<file path="src/rtl/cpu_control_pkg.sv">
// cpu_control_pkg
// Shared definitions for the hiddenCPU controller: opcode constants, FSM
// state encodings and the layout of the instruction word fields.
// No ports; imported by the interface, the register file and the top.

package cpu_control_pkg;

   // Width of an instruction / immediate word fetched from program memory
   localparam int INSTR_W = 8;

   // The decoded fields (op, rd, rs) occupy instr[7:2]; instr[1:0] is ignored
   localparam int FIELD_HI = 7;
   localparam int FIELD_LO = 2;

   localparam logic [1:0] OP_ADD   = 2'b00;
   localparam logic [1:0] OP_SUB   = 2'b01;
   localparam logic [1:0] OP_XOR   = 2'b10;
   localparam logic [1:0] OP_MOVBR = 2'b11;

   typedef enum logic [2:0] {
      S_IDLE,
      S_FETCH,
      S_WAIT,
      S_EXEC,
      S_IMM_WAIT
   } state_t;

   // Packed in instruction-bit order: op = [7:6], rd = [5:4], rs = [3:2]
   typedef struct packed {
      logic [1:0] op;
      logic [1:0] rd;
      logic [1:0] rs;
   } instr_t;

   function automatic instr_t decode(input logic [FIELD_HI:FIELD_LO] fields);
      return instr_t'(fields);
   endfunction

endpackage

</file>
<file path="src/rtl/cpu_control_if.sv">
// cpu_control_if
// Bundles the instruction-memory handshake and the ALU connection of the
// hiddenCPU controller.
//   master : controller side (drives imem_req/addr and the ALU operands)
//   slave  : memory + ALU side (drives imem_valid/data and ALU results)
// Parameter PC_W sets the fetch address width.

interface cpu_control_if
   import cpu_control_pkg::*;
#(
   parameter int PC_W = 8
);

   logic               imem_req;
   logic [PC_W-1:0]    imem_addr;
   logic               imem_valid;
   logic [INSTR_W-1:0] imem_data;

   logic [1:0]         alu_opcode;
   logic [3:0]         alu_addrs;
   logic [7:0]         alu_din0;
   logic [7:0]         alu_din1;
   logic [7:0]         alu_dout;
   logic               alu_carry;
   logic               alu_borrow;
   logic               alu_bcf;
   logic               alu_bbf;
   logic               alu_buc;
   logic               alu_toggle;

   modport master (
      output imem_req, imem_addr, alu_opcode, alu_addrs, alu_din0, alu_din1,
      input  imem_valid, imem_data, alu_dout, alu_carry, alu_borrow,
             alu_bcf, alu_bbf, alu_buc, alu_toggle
   );

   modport slave (
      input  imem_req, imem_addr, alu_opcode, alu_addrs, alu_din0, alu_din1,
      output imem_valid, imem_data, alu_dout, alu_carry, alu_borrow,
             alu_bcf, alu_bbf, alu_buc, alu_toggle
   );

endinterface

</file>
<file path="src/rtl/cpu_control_regfile.sv">
// cpu_control_regfile
// 4x8 register file with two combinational read ports and one synchronous
// write port. R0-R2 are internal; R3 is memory-mapped I/O: reads return
// io_in, writes land in the io_out register.
// Ports:
//   clk, rst          clock, synchronous active-high reset (clears R0-R2, io_out)
//   raddr0/rdata0     read port 0
//   raddr1/rdata1     read port 1
//   we/waddr/wdata    write port
//   io_in, io_out     external input / output register behind R3

module cpu_control_regfile
   import cpu_control_pkg::*;
(
   input  logic       clk,
   input  logic       rst,
   input  logic [1:0] raddr0,
   output logic [7:0] rdata0,
   input  logic [1:0] raddr1,
   output logic [7:0] rdata1,
   input  logic       we,
   input  logic [1:0] waddr,
   input  logic [7:0] wdata,
   input  logic [7:0] io_in,
   output logic [7:0] io_out
);

   logic [7:0] r0;
   logic [7:0] r1;
   logic [7:0] r2;

   // Write port; address 3 is the output port rather than a storage cell
   always_ff @(posedge clk) begin
      if (rst) begin
         r0     <= 8'h00;
         r1     <= 8'h00;
         r2     <= 8'h00;
         io_out <= 8'h00;
      end else if (we) begin
         case (waddr)
            2'd0:    r0     <= wdata;
            2'd1:    r1     <= wdata;
            2'd2:    r2     <= wdata;
            default: io_out <= wdata;
         endcase
      end
   end

   // Read port 0; R3 reads the live external input
   always_comb begin
      rdata0 = io_in;
      case (raddr0)
         2'd0:    rdata0 = r0;
         2'd1:    rdata0 = r1;
         2'd2:    rdata0 = r2;
         default: rdata0 = io_in;
      endcase
   end

   // Read port 1, same mapping as port 0
   always_comb begin
      rdata1 = io_in;
      case (raddr1)
         2'd0:    rdata1 = r0;
         2'd1:    rdata1 = r1;
         2'd2:    rdata1 = r2;
         default: rdata1 = io_in;
      endcase
   end

endmodule

</file>
<file path="src/rtl/cpu_control.sv">
// cpu_control
// Fetch/decode/sequencing controller of the hiddenCPU core. Fetches 8-bit
// instructions over a req/valid handshake, owns the PC, the register file
// and the carry/borrow flags, drives the combinational ALU and acts on its
// results and branch/toggle requests.
// Ports:
//   clk, rst     clock, synchronous active-high reset
//   run          1 = keep fetching; 0 = park in IDLE at the next fetch
//   bus          cpu_control_if.master: imem handshake + ALU connection
//   io_in        external input, read as R3
//   io_out       external output register, written as R3
//   toggle_pin   output inverted by the ALU toggle request
//   pc           current program counter (debug)

module cpu_control
   import cpu_control_pkg::*;
#(
   parameter int              PC_W     = 8,
   parameter logic [PC_W-1:0] RESET_PC = '0
)
(
   input  logic              clk,
   input  logic              rst,
   input  logic              run,
   cpu_control_if.master     bus,
   input  logic [7:0]        io_in,
   output logic [7:0]        io_out,
   output logic              toggle_pin,
   output logic [PC_W-1:0]   pc
);

   state_t          state;
   instr_t          ir;
   logic            carry_flag;
   logic            borrow_flag;
   logic            br_buc;
   logic            br_bcf;
   logic            br_bbf;
   logic            imem_req_q;
   logic [PC_W-1:0] imem_addr_q;

   logic            is_movbr;
   logic            branch_req;
   logic            reg_we;
   logic            imm_taken;
   logic [1:0]      raddr0;
   logic [7:0]      rdata0;
   logic [7:0]      rdata1;
   logic [PC_W-1:0] pc_plus1;
   logic [PC_W-1:0] pc_plus2;

   assign is_movbr   = (ir.op == OP_MOVBR);
   assign branch_req = is_movbr && (bus.alu_bcf || bus.alu_bbf || bus.alu_buc);

   // Any branch or toggle request suppresses the mov write-back
   assign reg_we = (state == S_EXEC) && !(is_movbr && (branch_req || bus.alu_toggle));

   // mov/branch reads its single source through port 0
   assign raddr0 = is_movbr ? ir.rs : ir.rd;

   assign pc_plus1 = pc + PC_W'(1);
   assign pc_plus2 = pc + PC_W'(2);

   assign bus.imem_req   = imem_req_q;
   assign bus.imem_addr  = imem_addr_q;
   assign bus.alu_opcode = ir.op;
   assign bus.alu_addrs  = {ir.rd, ir.rs};
   assign bus.alu_din0   = rdata0;
   assign bus.alu_din1   = is_movbr ? 8'h00 : rdata1;

   // Branch resolution uses the requests latched in EXEC, buc > bcf > bbf
   always_comb begin
      imm_taken = 1'b0;
      if (br_buc) begin
         imm_taken = 1'b1;
      end else if (br_bcf) begin
         imm_taken = carry_flag;
      end else if (br_bbf) begin
         imm_taken = borrow_flag;
      end
   end

   cpu_control_regfile u_regfile (
      .clk    (clk),
      .rst    (rst),
      .raddr0 (raddr0),
      .rdata0 (rdata0),
      .raddr1 (ir.rs),
      .rdata1 (rdata1),
      .we     (reg_we),
      .waddr  (ir.rd),
      .wdata  (bus.alu_dout),
      .io_in  (io_in),
      .io_out (io_out)
   );

   // Sequencer: imem_req/imem_addr are registered, so the request becomes
   // visible in WAIT/IMM_WAIT and drops in the cycle after valid is taken
   always_ff @(posedge clk) begin
      if (rst) begin
         state       <= S_FETCH;
         pc          <= RESET_PC;
         ir          <= '0;
         carry_flag  <= 1'b0;
         borrow_flag <= 1'b0;
         br_buc      <= 1'b0;
         br_bcf      <= 1'b0;
         br_bbf      <= 1'b0;
         toggle_pin  <= 1'b0;
         imem_req_q  <= 1'b0;
         imem_addr_q <= RESET_PC;
      end else begin
         case (state)
            S_IDLE: begin
               if (run) begin
                  state <= S_FETCH;
               end
            end

            S_FETCH: begin
               if (run) begin
                  imem_req_q  <= 1'b1;
                  imem_addr_q <= pc;
                  state       <= S_WAIT;
               end else begin
                  state <= S_IDLE;
               end
            end

            S_WAIT: begin
               if (bus.imem_valid) begin
                  ir         <= decode(bus.imem_data[FIELD_HI:FIELD_LO]);
                  imem_req_q <= 1'b0;
                  state      <= S_EXEC;
               end
            end

            S_EXEC: begin
               if (is_movbr && bus.alu_toggle) begin
                  toggle_pin <= ~toggle_pin;
               end
               if (branch_req) begin
                  br_buc      <= bus.alu_buc;
                  br_bcf      <= bus.alu_bcf;
                  br_bbf      <= bus.alu_bbf;
                  imem_req_q  <= 1'b1;
                  imem_addr_q <= pc_plus1;
                  state       <= S_IMM_WAIT;
               end else begin
                  case (ir.op)
                     OP_ADD:  carry_flag  <= bus.alu_carry;
                     OP_SUB:  borrow_flag <= bus.alu_borrow;
                     OP_XOR:  ;
                     default: ;
                  endcase
                  pc    <= pc_plus1;
                  state <= S_FETCH;
               end
            end

            S_IMM_WAIT: begin
               if (bus.imem_valid) begin
                  imem_req_q <= 1'b0;
                  pc         <= imm_taken ? PC_W'(bus.imem_data) : pc_plus2;
                  state      <= S_FETCH;
               end
            end

            default: begin
               imem_req_q <= 1'b0;
               state      <= S_FETCH;
            end
         endcase
      end
   end

endmodule

</file>
<file path="src/flat_wrapper.sv">
// flat-port wrapper written by rule: the top's interface ports become plain ports
module cpu_control_flat import cpu_control_pkg::*;
#(
   parameter int              PC_W     = 8,
   parameter logic [PC_W-1:0] RESET_PC = '0
)
  (clk, rst, run, io_in, io_out, toggle_pin, pc, bus_imem_req, bus_imem_addr, bus_alu_opcode, bus_alu_addrs, bus_alu_din0, bus_alu_din1, bus_imem_valid, bus_imem_data, bus_alu_dout, bus_alu_carry, bus_alu_borrow, bus_alu_bcf, bus_alu_bbf, bus_alu_buc, bus_alu_toggle);
  cpu_control_if #(.PC_W(PC_W)) bus_i ();
  input  logic clk;
  input  logic rst;
  input  logic run;
  input  logic [7:0] io_in;
  output logic [7:0] io_out;
  output logic toggle_pin;
  output logic [PC_W-1:0] pc;
  output wire logic [$bits(bus_i.imem_req)-1:0] bus_imem_req;
  output wire logic [$bits(bus_i.imem_addr)-1:0] bus_imem_addr;
  output wire logic [$bits(bus_i.alu_opcode)-1:0] bus_alu_opcode;
  output wire logic [$bits(bus_i.alu_addrs)-1:0] bus_alu_addrs;
  output wire logic [$bits(bus_i.alu_din0)-1:0] bus_alu_din0;
  output wire logic [$bits(bus_i.alu_din1)-1:0] bus_alu_din1;
  input wire logic [$bits(bus_i.imem_valid)-1:0] bus_imem_valid;
  input wire logic [$bits(bus_i.imem_data)-1:0] bus_imem_data;
  input wire logic [$bits(bus_i.alu_dout)-1:0] bus_alu_dout;
  input wire logic [$bits(bus_i.alu_carry)-1:0] bus_alu_carry;
  input wire logic [$bits(bus_i.alu_borrow)-1:0] bus_alu_borrow;
  input wire logic [$bits(bus_i.alu_bcf)-1:0] bus_alu_bcf;
  input wire logic [$bits(bus_i.alu_bbf)-1:0] bus_alu_bbf;
  input wire logic [$bits(bus_i.alu_buc)-1:0] bus_alu_buc;
  input wire logic [$bits(bus_i.alu_toggle)-1:0] bus_alu_toggle;
  assign bus_imem_req = bus_i.imem_req;
  assign bus_imem_addr = bus_i.imem_addr;
  assign bus_alu_opcode = bus_i.alu_opcode;
  assign bus_alu_addrs = bus_i.alu_addrs;
  assign bus_alu_din0 = bus_i.alu_din0;
  assign bus_alu_din1 = bus_i.alu_din1;
  assign bus_i.imem_valid = bus_imem_valid;
  assign bus_i.imem_data = bus_imem_data;
  assign bus_i.alu_dout = bus_alu_dout;
  assign bus_i.alu_carry = bus_alu_carry;
  assign bus_i.alu_borrow = bus_alu_borrow;
  assign bus_i.alu_bcf = bus_alu_bcf;
  assign bus_i.alu_bbf = bus_alu_bbf;
  assign bus_i.alu_buc = bus_alu_buc;
  assign bus_i.alu_toggle = bus_alu_toggle;
  cpu_control #(.PC_W(PC_W), .RESET_PC(RESET_PC)) u_core (.clk(clk), .rst(rst), .run(run), .bus(bus_i), .io_in(io_in), .io_out(io_out), .toggle_pin(toggle_pin), .pc(pc));
endmodule
</file>
<file path="config.mk">
export PLATFORM = sky130hd
export DESIGN_NAME = cpu_control_flat
export DESIGN_NICKNAME = d
export VERILOG_FILES = /design/src/rtl/cpu_control_pkg.sv /design/src/rtl/cpu_control_if.sv /design/src/rtl/cpu_control_regfile.sv /design/src/rtl/cpu_control.sv /design/src/flat_wrapper.sv
export SDC_FILE = /design/constraint.sdc
export NUM_CORES = 1
export LEC_CHECK = 0
export BUFFER_PORTS_ARGS = -buffer_cell sky130_fd_sc_hd__clkbuf_2
export CAP_MARGIN = 10
export CELL_PAD_IN_SITES_DETAIL_PLACEMENT = 0
export CELL_PAD_IN_SITES_GLOBAL_PLACEMENT = 1
export CORE_MARGIN = 3
export CORE_UTILIZATION = 44
export CTS_CLUSTER_DIAMETER = 50
export DETAILED_ROUTE_END_ITERATION = 10
export MAX_ROUTING_LAYER = met4
export PLACE_DENSITY_LB_ADDON = 0.1
export SLEW_MARGIN = 30
export SYNTH_ARGS = -nofsm -noshare
export SYNTH_HDL_FRONTEND = slang
export SYNTH_SLANG_ARGS = --single-unit
</file>
<file path="constraint.sdc">
create_clock -name clk -period 3.15 [get_ports clk]
set_input_delay 0.4725 -clock clk [delete_from_list [all_inputs] [get_ports clk]]
set_output_delay 0.4725 -clock clk [all_outputs]
set_load 0.05 [all_outputs]
</file>
==> impl_metrics.csv, run 1 <==
group,metric,value,unit
logic_synthesis,netlist.top_cell.by_area,"dfxtp_1",
clock_tree,hold_buffers,0,
finish,multiInputGateArea,0.001989,mm^2
routing,wl,8571,um
place,dp_slack,0.4766,ns
finish,final_cell_mix,"81 x clkbuf_2, 64 x dfxtp_1, 63 x nor2_1",
logic_synthesis,syn_area_per_cell,10.05,um^2
sta,tightest_slew,0.7830,ns
floorplanning,die_h,95.04,um
sta,grt_setup_unrepaired,"no",
sta,setup_slack,0.1701,ns
power_and_ir_drop,vdd_drop_max,0.2502,mV
sta,slew_headroom,47.80,%
critical_path,critical_path_arrival,2.51,ns
sta,period_needed,2.980,ns
logic_synthesis,syn-num-nets,383,
power_and_ir_drop,intPower,0.001491,W
logic_synthesis,syn_area,0.003488,mm^2
critical_path,path_class,"flop to output pin",
logic_synthesis,yosysTopAreaCellShare,36.73,%
critical_path,path_max_fanout,8,
clock_tree,clock-sinks,64,
routing,antenna_left,0,
sta,holdWs,0.3678,ns
place,hpwl,6038,um
critical_path,reg2reg_depth,5,
floorplanning,die-width,95.04,um
clock_tree,cts-buffers-inserted,9,
place,place_area,0.003886,mm^2
grt,grt_max_degree,37,
clock_tree,cts_tree,"built",
finish,fill_cells,722,
critical_path,endpoint_kind,"output pin",
place,gp_congestion,0.8490,
grt,grt_pass1_wl,13990,um
finish,syn_to_final_growth,19.26,%
grt,grt_antenna_before_repair,0,
sta,final_max_slew_viol_count,0,
clock_tree,ctsHtreeMaxLevel,3,
grt,grt_pass1_vias,2677,
hold_path,whs_path_depth,3,
finish,design_area,0.004160,mm^2
finish,drive_above_1_share,32.55,%
routing,vias,2843,
grt,grt.total_usage,20.79,%
logic_synthesis,synth_edf_count,0,
floorplanning,num_rows,31,
power_and_ir_drop,pwr-share-seq,42.6,%
sta,clock_skew,0.006526,ns
logic_synthesis,ys_seq_area_share,36.73,%
logic_synthesis,async_reset_ff_share,0,%
grt,overflow,0,
logic_synthesis,synthFlopType,"dfxtp_1",
sta,tns,0,ns
sta,final-setup-viol-count,0,
finish,diodes,0,
routing,via_per_inst,5.405,
place,port_buffers,81,
floorplanning,core_area,0.007486,mm^2
logic_synthesis,ys_seq_elements,64,
power_and_ir_drop,swShare,26.14,%
sta,finalHoldViolCount,0,
logic_synthesis,syn_inst,347,
routing,firstDrtPassIters,6,
power_and_ir_drop,p_leak,1.756,nW
routing,wl_per_cell,16.29,um
sta,finalCritPeriodShare,94.60,%
floorplanning,initial_core_util,46.60,%
finish,final_common_cell,"clkbuf_2",
routing,drcViolationCount,0,
floorplanning,die_area,0.009033,mm^2
logic_synthesis,ys_types,58,
power_and_ir_drop,power_frac_clock,44.1,%
sta,fmax,335.6,MHz
clock_tree,clkSlewWorstSetupHoldPaths,0.07,ns
finish,fin_util,55.57,%
power_and_ir_drop,pwr-share-comb,13.3,%
finish,fin_nets,458,
routing,dr.first_iter.drc_count,150,
critical_path,crit_path_start_kind,"flop",
logic_synthesis,synthTopCellsByArea,"dfxtp_1 37%, mux2i_1 13%, mux4_2 10%",
power_and_ir_drop,p_switching,0.0005278,W
clock_tree,clk_latency,0.34,ns
logic_synthesis,ys_warn_count,0,
clock_tree,cts_root_buf,"clkbuf_8",
job,maxCapViolCount,0,
clock_tree,clk_path_buf_depth,2,
finish,regArea,0.001281,mm^2
run_status,outcome,"completed",
power_and_ir_drop,cellPowerDensity,485.3,mW/mm^2
critical_path,required,2.68,ns
floorplanning,ios,82,
hold_path,holdCritPathClass,"primary input to flop",
==> synth_stat cells, types with 2 or more instances <==
cell type	n
a311oi_1	2
a21oi_1	13
clkbuf_8	3
xnor2_1	4
nand4_1	2
nor3b_2	2
buf_4	4
xor2_1	4
nand2_1	9
o22ai_1	2
inv_1	7
nand3_1	8
mux2i_4	2
and2_1	2
nand3b_1	2
nand2b_1	2
nor3b_1	2
clkbuf_1	9
dlygate4sd1_1	2
a31oi_1	2
or2_2	2
nor2b_1	10
a211oi_1	9
ha_1	2
buf_2	6
or3_1	3
dfxtp_1	64
o21ai_0	12
mux4_2	16
nor3_1	2
and3_1	2
mux2i_1	46
o32ai_1	3
nor2_1	63
==> worst paths after layout <==
| path | to | slack (ns) | from |
|---|---|---|---|
| setup reg to reg | u_core.u_regfile.r1[4]$_SDFFE_PP0P_ | 0.97 | u_core.state[1]$_SDFFE_PP0P_ |
| hold / removal | u_core.borrow_flag$_SDFFE_PP0P_ | 0.37 | bus_alu_borrow |
| setup / recovery | bus_alu_din0[1] | 0.17 | u_core.bus.alu_opcode[1]$_SDFFE_PP0P_ |
| hold reg to reg | u_core.bus.imem_addr[1]$_SDFFE_PP0P_ | 0.50 | u_core.bus.imem_addr[1]$_SDFFE_PP0P_ |
==> what timing repair did <==
action                     in CTS  in global routing
resized for setup               0                  0
setup endpoints to repair       0                  1
setup buffers                   0                  1
==> power groups by stage <==
stage / logic (W) / registers (W) / clock network [W]
after floorplan: 0.000164 / 0.000912 / 0
after global placement: 0.000268 / 0.000878 / 0
after detailed placement: 0.000270 / 0.000879 / 0
after CTS: 0.000271 / 0.000860 / 0.000913
after global routing: 0.000293 / 0.000864 / 0.000949
final: 0.000269 / 0.000860 / 0.000890
==> registers in the layout, indices dropped and copies added, names as in the netlist <==
| name | count |
|---|---|
| u_core.bus.imem_addr | 8 |
| u_core.pc | 8 |
| u_core.u_regfile.io_out | 8 |
| u_core.u_regfile.r0 | 8 |
| u_core.u_regfile.r1 | 8 |
| u_core.u_regfile.r2 | 8 |
| u_core.bus.alu_addrs | 4 |
| u_core.state | 3 |
| u_core.bus.alu_opcode | 2 |
| u_core.borrow_flag | 1 |
| u_core.br_bbf | 1 |
| u_core.br_bcf | 1 |
| u_core.br_buc | 1 |
| u_core.bus.imem_req | 1 |
| u_core.carry_flag | 1 |
| u_core.toggle_pin | 1 |
==> cell families (layout without fill, tap and decap cells) <==
| kind of cell | Yosys count | count (layout) | synth area share, % |
|---|---|---|---|
| AND/OR/NAND/NOR | 119 | 119 | 17.54 |
| multiplexers | 65 | 65 | 25.14 |
| flip-flops | 64 | 64 | 36.73 |
| AO/OA/AOI/OAI | 55 | 55 | 11.19 |
| buffers and inverters | 33 | 113 | 6.385 |
| XOR/XNOR | 8 | 8 | 2.008 |
| adder cells (fa/ha/maj) | 3 | 3 | 1.004 |
==> per-stage QoR <==
stage | total power (W) | std cells
after detailed placement | 0.001148 | 509
after floorplan | 0.001076 | 347
final | 0.002019 | 526
after global routing | 0.002106 | 526
after global placement | 0.001146 | 509
after CTS | 0.002043 | 525
==> worst max-delay path, cell delays in order, from the launching register on <==
cell and delay (ns):
dfxtp_1 0.51, and2_1 0.35, mux2i_4 0.50, mux4_2 0.56
clkbuf_2 0.25
==> per-layer routing <==
metal  vias up  global-route usage, %  part of all wire (%)  routed length (um)
li1       1416                      -                     -                   -
met1      1342                  28.45                    48                4100
met3        13                  3.315                   4.3                 372
met4         0                  8.173                   1.7                 146
met5         -                      -                     0                   0
met2        72                  30.89                    46                3952
==> cell type report <==
cell class	count	share of cell area, %
multi-input combinational	250	47.82
clock buffer	11	3.639
timing repair buffer	90	11.67
inverter	7	0.6316
tap	99	2.977
sequential	64	30.80
clock inverter	5	2.466
Power figures use the tool's default switching activity.
==> run 2: changes to the inputs <==
--- a/config.mk
+++ b/config.mk
@@ -10,7 +10,7 @@
 export CELL_PAD_IN_SITES_DETAIL_PLACEMENT = 0
 export CELL_PAD_IN_SITES_GLOBAL_PLACEMENT = 1
 export CORE_MARGIN = 3
-export CORE_UTILIZATION = 44
+export CORE_UTILIZATION = 40
 export CTS_CLUSTER_DIAMETER = 50
 export DETAILED_ROUTE_END_ITERATION = 10
 export MAX_ROUTING_LAYER = met4
==> run 2 against run 1 <==
  * Sequential power barely moved
  * Design area down 1.0%
  * Global-route usage fell by 2.7 points
  * Setup slack better by 0.027 ns
  * Clock power decreased by 22%
  * Fmax increased by 0.92%
  * Wire length down 1.1%
  * Via count grew 0.14%
  * Cell count grew 1.3%
  * Die area rose by 9.4%
  * Utilization shrank 6.2 points
  * Sequential share of layout area up 0.32 points
  * Critical endpoint unchanged
  * Largest cell class unchanged
==> impl_metrics.csv, run 2 (synthesized netlist as in run 1, its figures left out) <==
group,metric,value,unit
sta,fmax,338.7,MHz
routing,firstDrtPassIters,5,
critical_path,worstReg2RegStart,"u_core.state[1]$_SDFFE_PP0P_",
power_and_ir_drop,intPower,0.001289,W
run_status,outcome,"completed",
floorplanning,initial_core_util,41.82,%
finish,final_cell_mix,"81 x clkbuf_2, 64 x dfxtp_1, 63 x nor2_1",
sta,tightest_slew,0.8045,ns
place,port_buffers,81,
grt,overflow,0,
clock_tree,clkSlewWorstSetupHoldPaths,0.07,ns
finish,diodes,0,
sta,final_max_slew_viol_count,0,
clock_tree,cts-buffers-inserted,9,
sta,grt_setup_unrepaired,"no",
power_and_ir_drop,p_leak,1.731,nW
critical_path,critical_path_arrival,2.48,ns
grt,grt_antenna_before_repair,0,
floorplanning,die-width,99.39,um
routing,dr.first_iter.drc_count,72,
hold_path,whs_path_depth,3,
critical_path,reg2reg_depth,5,
hold_path,hold_path_end,"u_core.borrow_flag$_SDFFE_PP0P_",
grt,grt.total_usage,18.12,%
power_and_ir_drop,vdd_drop_max,0.2088,mV
sta,finalHoldViolCount,0,
floorplanning,die_area,0.009877,mm^2
clock_tree,clk_path_buf_depth,2,
routing,wl_per_cell,15.91,um
clock_tree,cts_root_buf,"clkbuf_8",
place,gp_congestion,0.8093,
hold_path,worstHoldStart,"bus_alu_borrow",
finish,syn_to_final_growth,18.04,%
clock_tree,cts_tree,"built",
critical_path,required,2.68,ns
clock_tree,ctsHtreeMaxLevel,3,
finish,drive_above_1_share,32.71,%
routing,wl,8479,um
clock_tree,hold_buffers,0,
hold_path,holdCritPathClass,"primary input to flop",
routing,vias,2847,
place,dp_slack,0.4237,ns
critical_path,crit_path_start_kind,"flop",
sta,slew_headroom,46.37,%
finish,final_common_cell,"clkbuf_2",
routing,via_per_inst,5.341,
finish,fin_nets,459,
routing,drcViolationCount,0,
sta,tns,0,ns
finish,multiInputGateArea,0.001989,mm^2
critical_path,r2r-end,"u_core.u_regfile.r1[5]$_SDFFE_PP0P_",
sta,period_needed,2.953,ns
power_and_ir_drop,pwr-share-comb,14.9,%
grt,grt_max_degree,40,
sta,finalCritPeriodShare,93.74,%
finish,fill_cells,818,
critical_path,path_max_fanout,10,
power_and_ir_drop,cellPowerDensity,442.6,mW/mm^2
clock_tree,postCtsSetupRepairBufs,0,
floorplanning,core_area,0.008341,mm^2
finish,regArea,0.001281,mm^2
critical_path,endpoint_kind,"output pin",
sta,final-setup-viol-count,0,
critical_path,path_class,"flop to output pin",
sta,clock_skew,0.009156,ns
grt,grt_pass1_wl,13990,um
job,maxCapViolCount,0,
clock_tree,ctsResizeCount,0,
clock_tree,clock-sinks,64,
power_and_ir_drop,p_switching,0.0005338,W
floorplanning,die_h,99.39,um
routing,antenna_left,0,
place,hpwl,6144,um
power_and_ir_drop,power_frac_clock,38.0,%
power_and_ir_drop,swShare,29.29,%
critical_path,reg2reg_slack,0.97,ns
clock_tree,clk_latency,0.33,ns
floorplanning,ios,82,
floorplanning,num_rows,33,
grt,grt_pass1_vias,2751,
power_and_ir_drop,pwr-share-seq,47.1,%
sta,setup_slack,0.1972,ns
run 2: stage by stage:
step	total power, W	utilization [%]	cells	hold slack (ns)	instance area, um^2
global route	0.001904	49.37	533	0.4054	4118
CTS	0.001850	49.13	532	0.3848	4098
floorplan	0.001076	-	347	0.4553	3488
detailed placement	0.001151	46.77	516	0.4822	3901
global placement	0.001149	46.77	516	0.4677	3901
finish	0.001823	49.37	533	0.3921	4118
run 2: worst max path at each step:
| stage | startpoint | endpoint | slack (ns) |
|---|---|---|---|
| after floorplan | u_core.bus.alu_opcode[0]$_SDFFE_PP0P_ | bus_alu_din0[2] | 0.42 |
| after global placement | u_core.bus.alu_opcode[1]$_SDFFE_PP0P_ | bus_alu_din0[5] | 0.46 |
| after detailed placement | u_core.bus.alu_opcode[1]$_SDFFE_PP0P_ | bus_alu_din0[6] | 0.42 |
| after CTS | u_core.bus.alu_opcode[1]$_SDFFE_PP0P_ | bus_alu_din0[6] | 0.06 |
| after global routing | u_core.bus.alu_opcode[1]$_SDFFE_PP0P_ | bus_alu_din0[1] | 0.04 |
| final | u_core.bus.alu_opcode[1]$_SDFFE_PP0P_ | bus_alu_din0[1] | 0.20 |
run 2: per-layer routing:
layer | GRT usage, % | share of wire (%)
met1 | 23.52 | 47
met2 | 29.18 | 48
met3 | 2.805 | 4.4
met4 | 5.672 | 0.87
met5 | - | 0
run 2: power by group through the flow:
stage          Combinational, W  Sequential, W  Clock [W]
2_1_floorplan          0.000164       0.000912          0
3_3_place_gp           0.000271       0.000877          0
3_5_place_dp           0.000273       0.000878          0
4_1_cts                0.000273       0.000859   0.000718
5_1_grt                0.000292       0.000863   0.000750
6_report               0.000271       0.000859   0.000692
run 2: final cells by class:
cell class / count / area share, %
Multi-Input combinational cell: 250 / 48.31
Clock inverter: 7 / 1.762
Tap cell: 105 / 3.191
Inverter: 7 / 0.6381
Timing Repair Buffer: 91 / 11.97
Sequential cell: 64 / 31.12
Clock buffer: 9 / 3.008
run 2: worst max-delay path, cell delays in order (launching register included):
cell	delay, ns
dfxtp_1	0.33
and2_1	0.49
mux2i_4	0.52
mux4_2	0.56
clkbuf_2	0.25
==> run 3: changes to the inputs <==
--- a/config.mk
+++ b/config.mk
@@ -15,7 +15,8 @@
 export DETAILED_ROUTE_END_ITERATION = 10
 export MAX_ROUTING_LAYER = met4
 export PLACE_DENSITY_LB_ADDON = 0.1
-export SLEW_MARGIN = 30
+export RECOVER_POWER = 50
+export SLEW_MARGIN = 20
 export SYNTH_ARGS = -nofsm -noshare
 export SYNTH_HDL_FRONTEND = slang
 export SYNTH_SLANG_ARGS = --single-unit
==> run 3 against run 2 <==
  * Via count is 0.28% higher
  * Utilization is 0.86 points lower
  * Sequential cell count stayed put
  * Fmax hardly changed
  * Largest power group unchanged
  * Combinational power is 3% lower
==> impl_metrics.csv, run 3 (synthesized netlist as in run 1, its figures left out) <==
group,metric,value,unit
run_status,outcome,"completed",
sta,final-setup-viol-count,0,
critical_path,crit_slowest_cell,"mux4_2",
clock_tree,cts_root_buf,"clkbuf_8",
clock_tree,clk_path_buf_depth,2,
power_and_ir_drop,swShare,29.35,%
sta,finalHoldViolCount,0,
sta,fmax,338.9,MHz
finish,syn_to_final_growth,16.00,%
grt,grt_pass1_vias,2751,
critical_path,endpoint_kind,"output pin",
grt,grt_antenna_before_repair,0,
grt,grt_max_degree,40,
place,hpwl,6144,um
sta,finalCritPeriodShare,93.69,%
hold_path,hold_path_end,"u_core.borrow_flag$_SDFFE_PP0P_",
floorplanning,die_area,0.009877,mm^2
finish,regArea,0.001281,mm^2
finish,final_common_cell,"dfxtp_1",
floorplanning,num_rows,33,
sta,tns,0,ns
power_and_ir_drop,cellPowerDensity,448.8,mW/mm^2
finish,diodes,0,
critical_path,path_class,"flop to output pin",
critical_path,worstPathCellList,"and2_1 > mux2i_4 > mux4_2 > clkbuf_2",
hold_path,holdCritPathClass,"primary input to flop",
routing,firstDrtPassIters,4,
clock_tree,hold_buffers,0,
sta,tightest_slew,1.215,ns
routing,dr.first_iter.drc_count,74,
clock_tree,ctsResizeCount,0,
critical_path,crit_path_start_kind,"flop",
sta,clock_skew,0.009794,ns
clock_tree,clock-sinks,64,
sta,final_max_slew_viol_count,0,
finish,drive_above_1_share,24.30,%
power_and_ir_drop,power_frac_clock,38.2,%
routing,antenna_left,0,
critical_path,path_max_fanout,10,
routing,drcViolationCount,0,
clock_tree,cts_tree,"built",
power_and_ir_drop,pwr-share-seq,47.3,%
floorplanning,initial_core_util,41.82,%
finish,final_cell_mix,"64 x dfxtp_1, 63 x nor2_1, 51 x clkbuf_2",
routing,wl_per_cell,15.89,um
critical_path,critical_path_arrival,2.48,ns
clock_tree,clk_latency,0.33,ns
place,place_area,0.003901,mm^2
clock_tree,ctsHtreeMaxLevel,3,
finish,fin_util,48.51,%
power_and_ir_drop,p_leak,1.613,nW
power_and_ir_drop,p_total,0.001816,W
grt,grt_pass1_wl,13990,um
routing,via_per_inst,5.356,
hold_path,whs_path_depth,3,
floorplanning,core_area,0.008341,mm^2
sta,period_needed,2.951,ns
critical_path,reg2reg_depth,5,
floorplanning,die_h,99.39,um
floorplanning,ios,82,
floorplanning,die-width,99.39,um
clock_tree,clkSlewWorstSetupHoldPaths,0.07,ns
finish,fin_cells,533,
grt,overflow,0,
sta,slew_headroom,17.71,%
critical_path,reg2reg_slack,0.93,ns
sta,grt_setup_unrepaired,"no",
routing,vias,2855,
critical_path,required,2.68,ns
place,port_buffers,81,
place,place_inst,516,
power_and_ir_drop,vdd_drop_max,0.2081,mV
power_and_ir_drop,pwr-share-comb,14.5,%
power_and_ir_drop,p_switching,0.0005330,W
finish,multiInputGateArea,0.001971,mm^2
critical_path,r2r-end,"u_core.u_regfile.r1[5]$_SDFFE_PP0P_",
job,maxCapViolCount,0,
power_and_ir_drop,intPower,0.001283,W
place,gp_congestion,0.8093,
routing,wl,8468,um
finish,fin_nets,459,
grt,grt.total_usage,18.12,%
clock_tree,cts-buffers-inserted,9,
finish,design_area,0.004046,mm^2
critical_path,cpPeakStageDelay,0.56,ns
critical_path,worstReg2RegStart,"u_core.state[1]$_SDFFE_PP0P_",
finish,fill_cells,835,
hold_path,worstHoldStart,"bus_alu_borrow",
-- run 3: cell count changes in the layout (fill, tap and decap cells not counted), sizes merged --
cell / before / now
clkbuf: 90 / 94
buf: 10 / 6
-- run 3: what timing repair did --
item | 4_1_cts | 5_1_grt
endpoints found under the hold margin | 0 | 0
setup endpoints to repair | 0 | 6
setup buffers | 0 | 1
-- run 3: routing by layer --
metal	track usage (%)	share of wire (%)
met2	29.18	47
met5	-	0
met4	5.672	0.87
met1	23.52	47
met3	2.805	4.5
-- run 3: power groups by stage --
stage	registers [W]	logic [W]	clock network (W)
floorplan	0.000912	0.000164	0
global placement	0.000877	0.000271	0
detailed placement	0.000878	0.000273	0
CTS	0.000859	0.000273	0.000718
global route	0.000863	0.000284	0.000750
finish	0.000859	0.000264	0.000693
-- run 3: critical path, delay by kind of cell (launching register included) --
family | cells | cell delay (ns)
buffers and inverters | 1 | 0.25
and+or+nand+nor | 1 | 0.48
muxes | 2 | 1.08
DFF | 1 | 0.33
-- run 3: worst max path at each step --
stage / slack, ns / start / to / cells past startpoint
2_1_floorplan: 0.42 / u_core.bus.alu_opcode[0]$_SDFFE_PP0P_ / bus_alu_din0[2] / 4
3_3_place_gp: 0.46 / u_core.bus.alu_opcode[1]$_SDFFE_PP0P_ / bus_alu_din0[5] / 4
3_5_place_dp: 0.42 / u_core.bus.alu_opcode[1]$_SDFFE_PP0P_ / bus_alu_din0[6] / 4
4_1_cts: 0.06 / u_core.bus.alu_opcode[1]$_SDFFE_PP0P_ / bus_alu_din0[6] / 4
5_1_grt: 0.05 / u_core.bus.alu_opcode[1]$_SDFFE_PP0P_ / bus_alu_din0[1] / 4
6_report: 0.20 / u_core.bus.alu_opcode[1]$_SDFFE_PP0P_ / bus_alu_din0[1] / 4
-- run 3: final cells by class --
class / count / area share (%)
Sequential cell: 64 / 31.66
Clock inverter: 7 / 1.793
Multi-Input combinational cell: 250 / 48.70
Tap cell: 105 / 3.247
Inverter: 7 / 0.6494
Timing Repair Buffer: 91 / 10.88
Clock buffer: 9 / 3.061
-- run 3: through the flow --
| stage | hold WS [ns] | setup WS [ns] |
|---|---|---|
| 3_3_place_gp | 0.4677 | 0.4614 |
| 5_1_grt | 0.3895 | 0.04828 |
| 6_report | 0.3903 | 0.1989 |
| 3_5_place_dp | 0.4822 | 0.4237 |
| 2_1_floorplan | 0.4553 | 0.4210 |
| 4_1_cts | 0.3848 | 0.06296 |
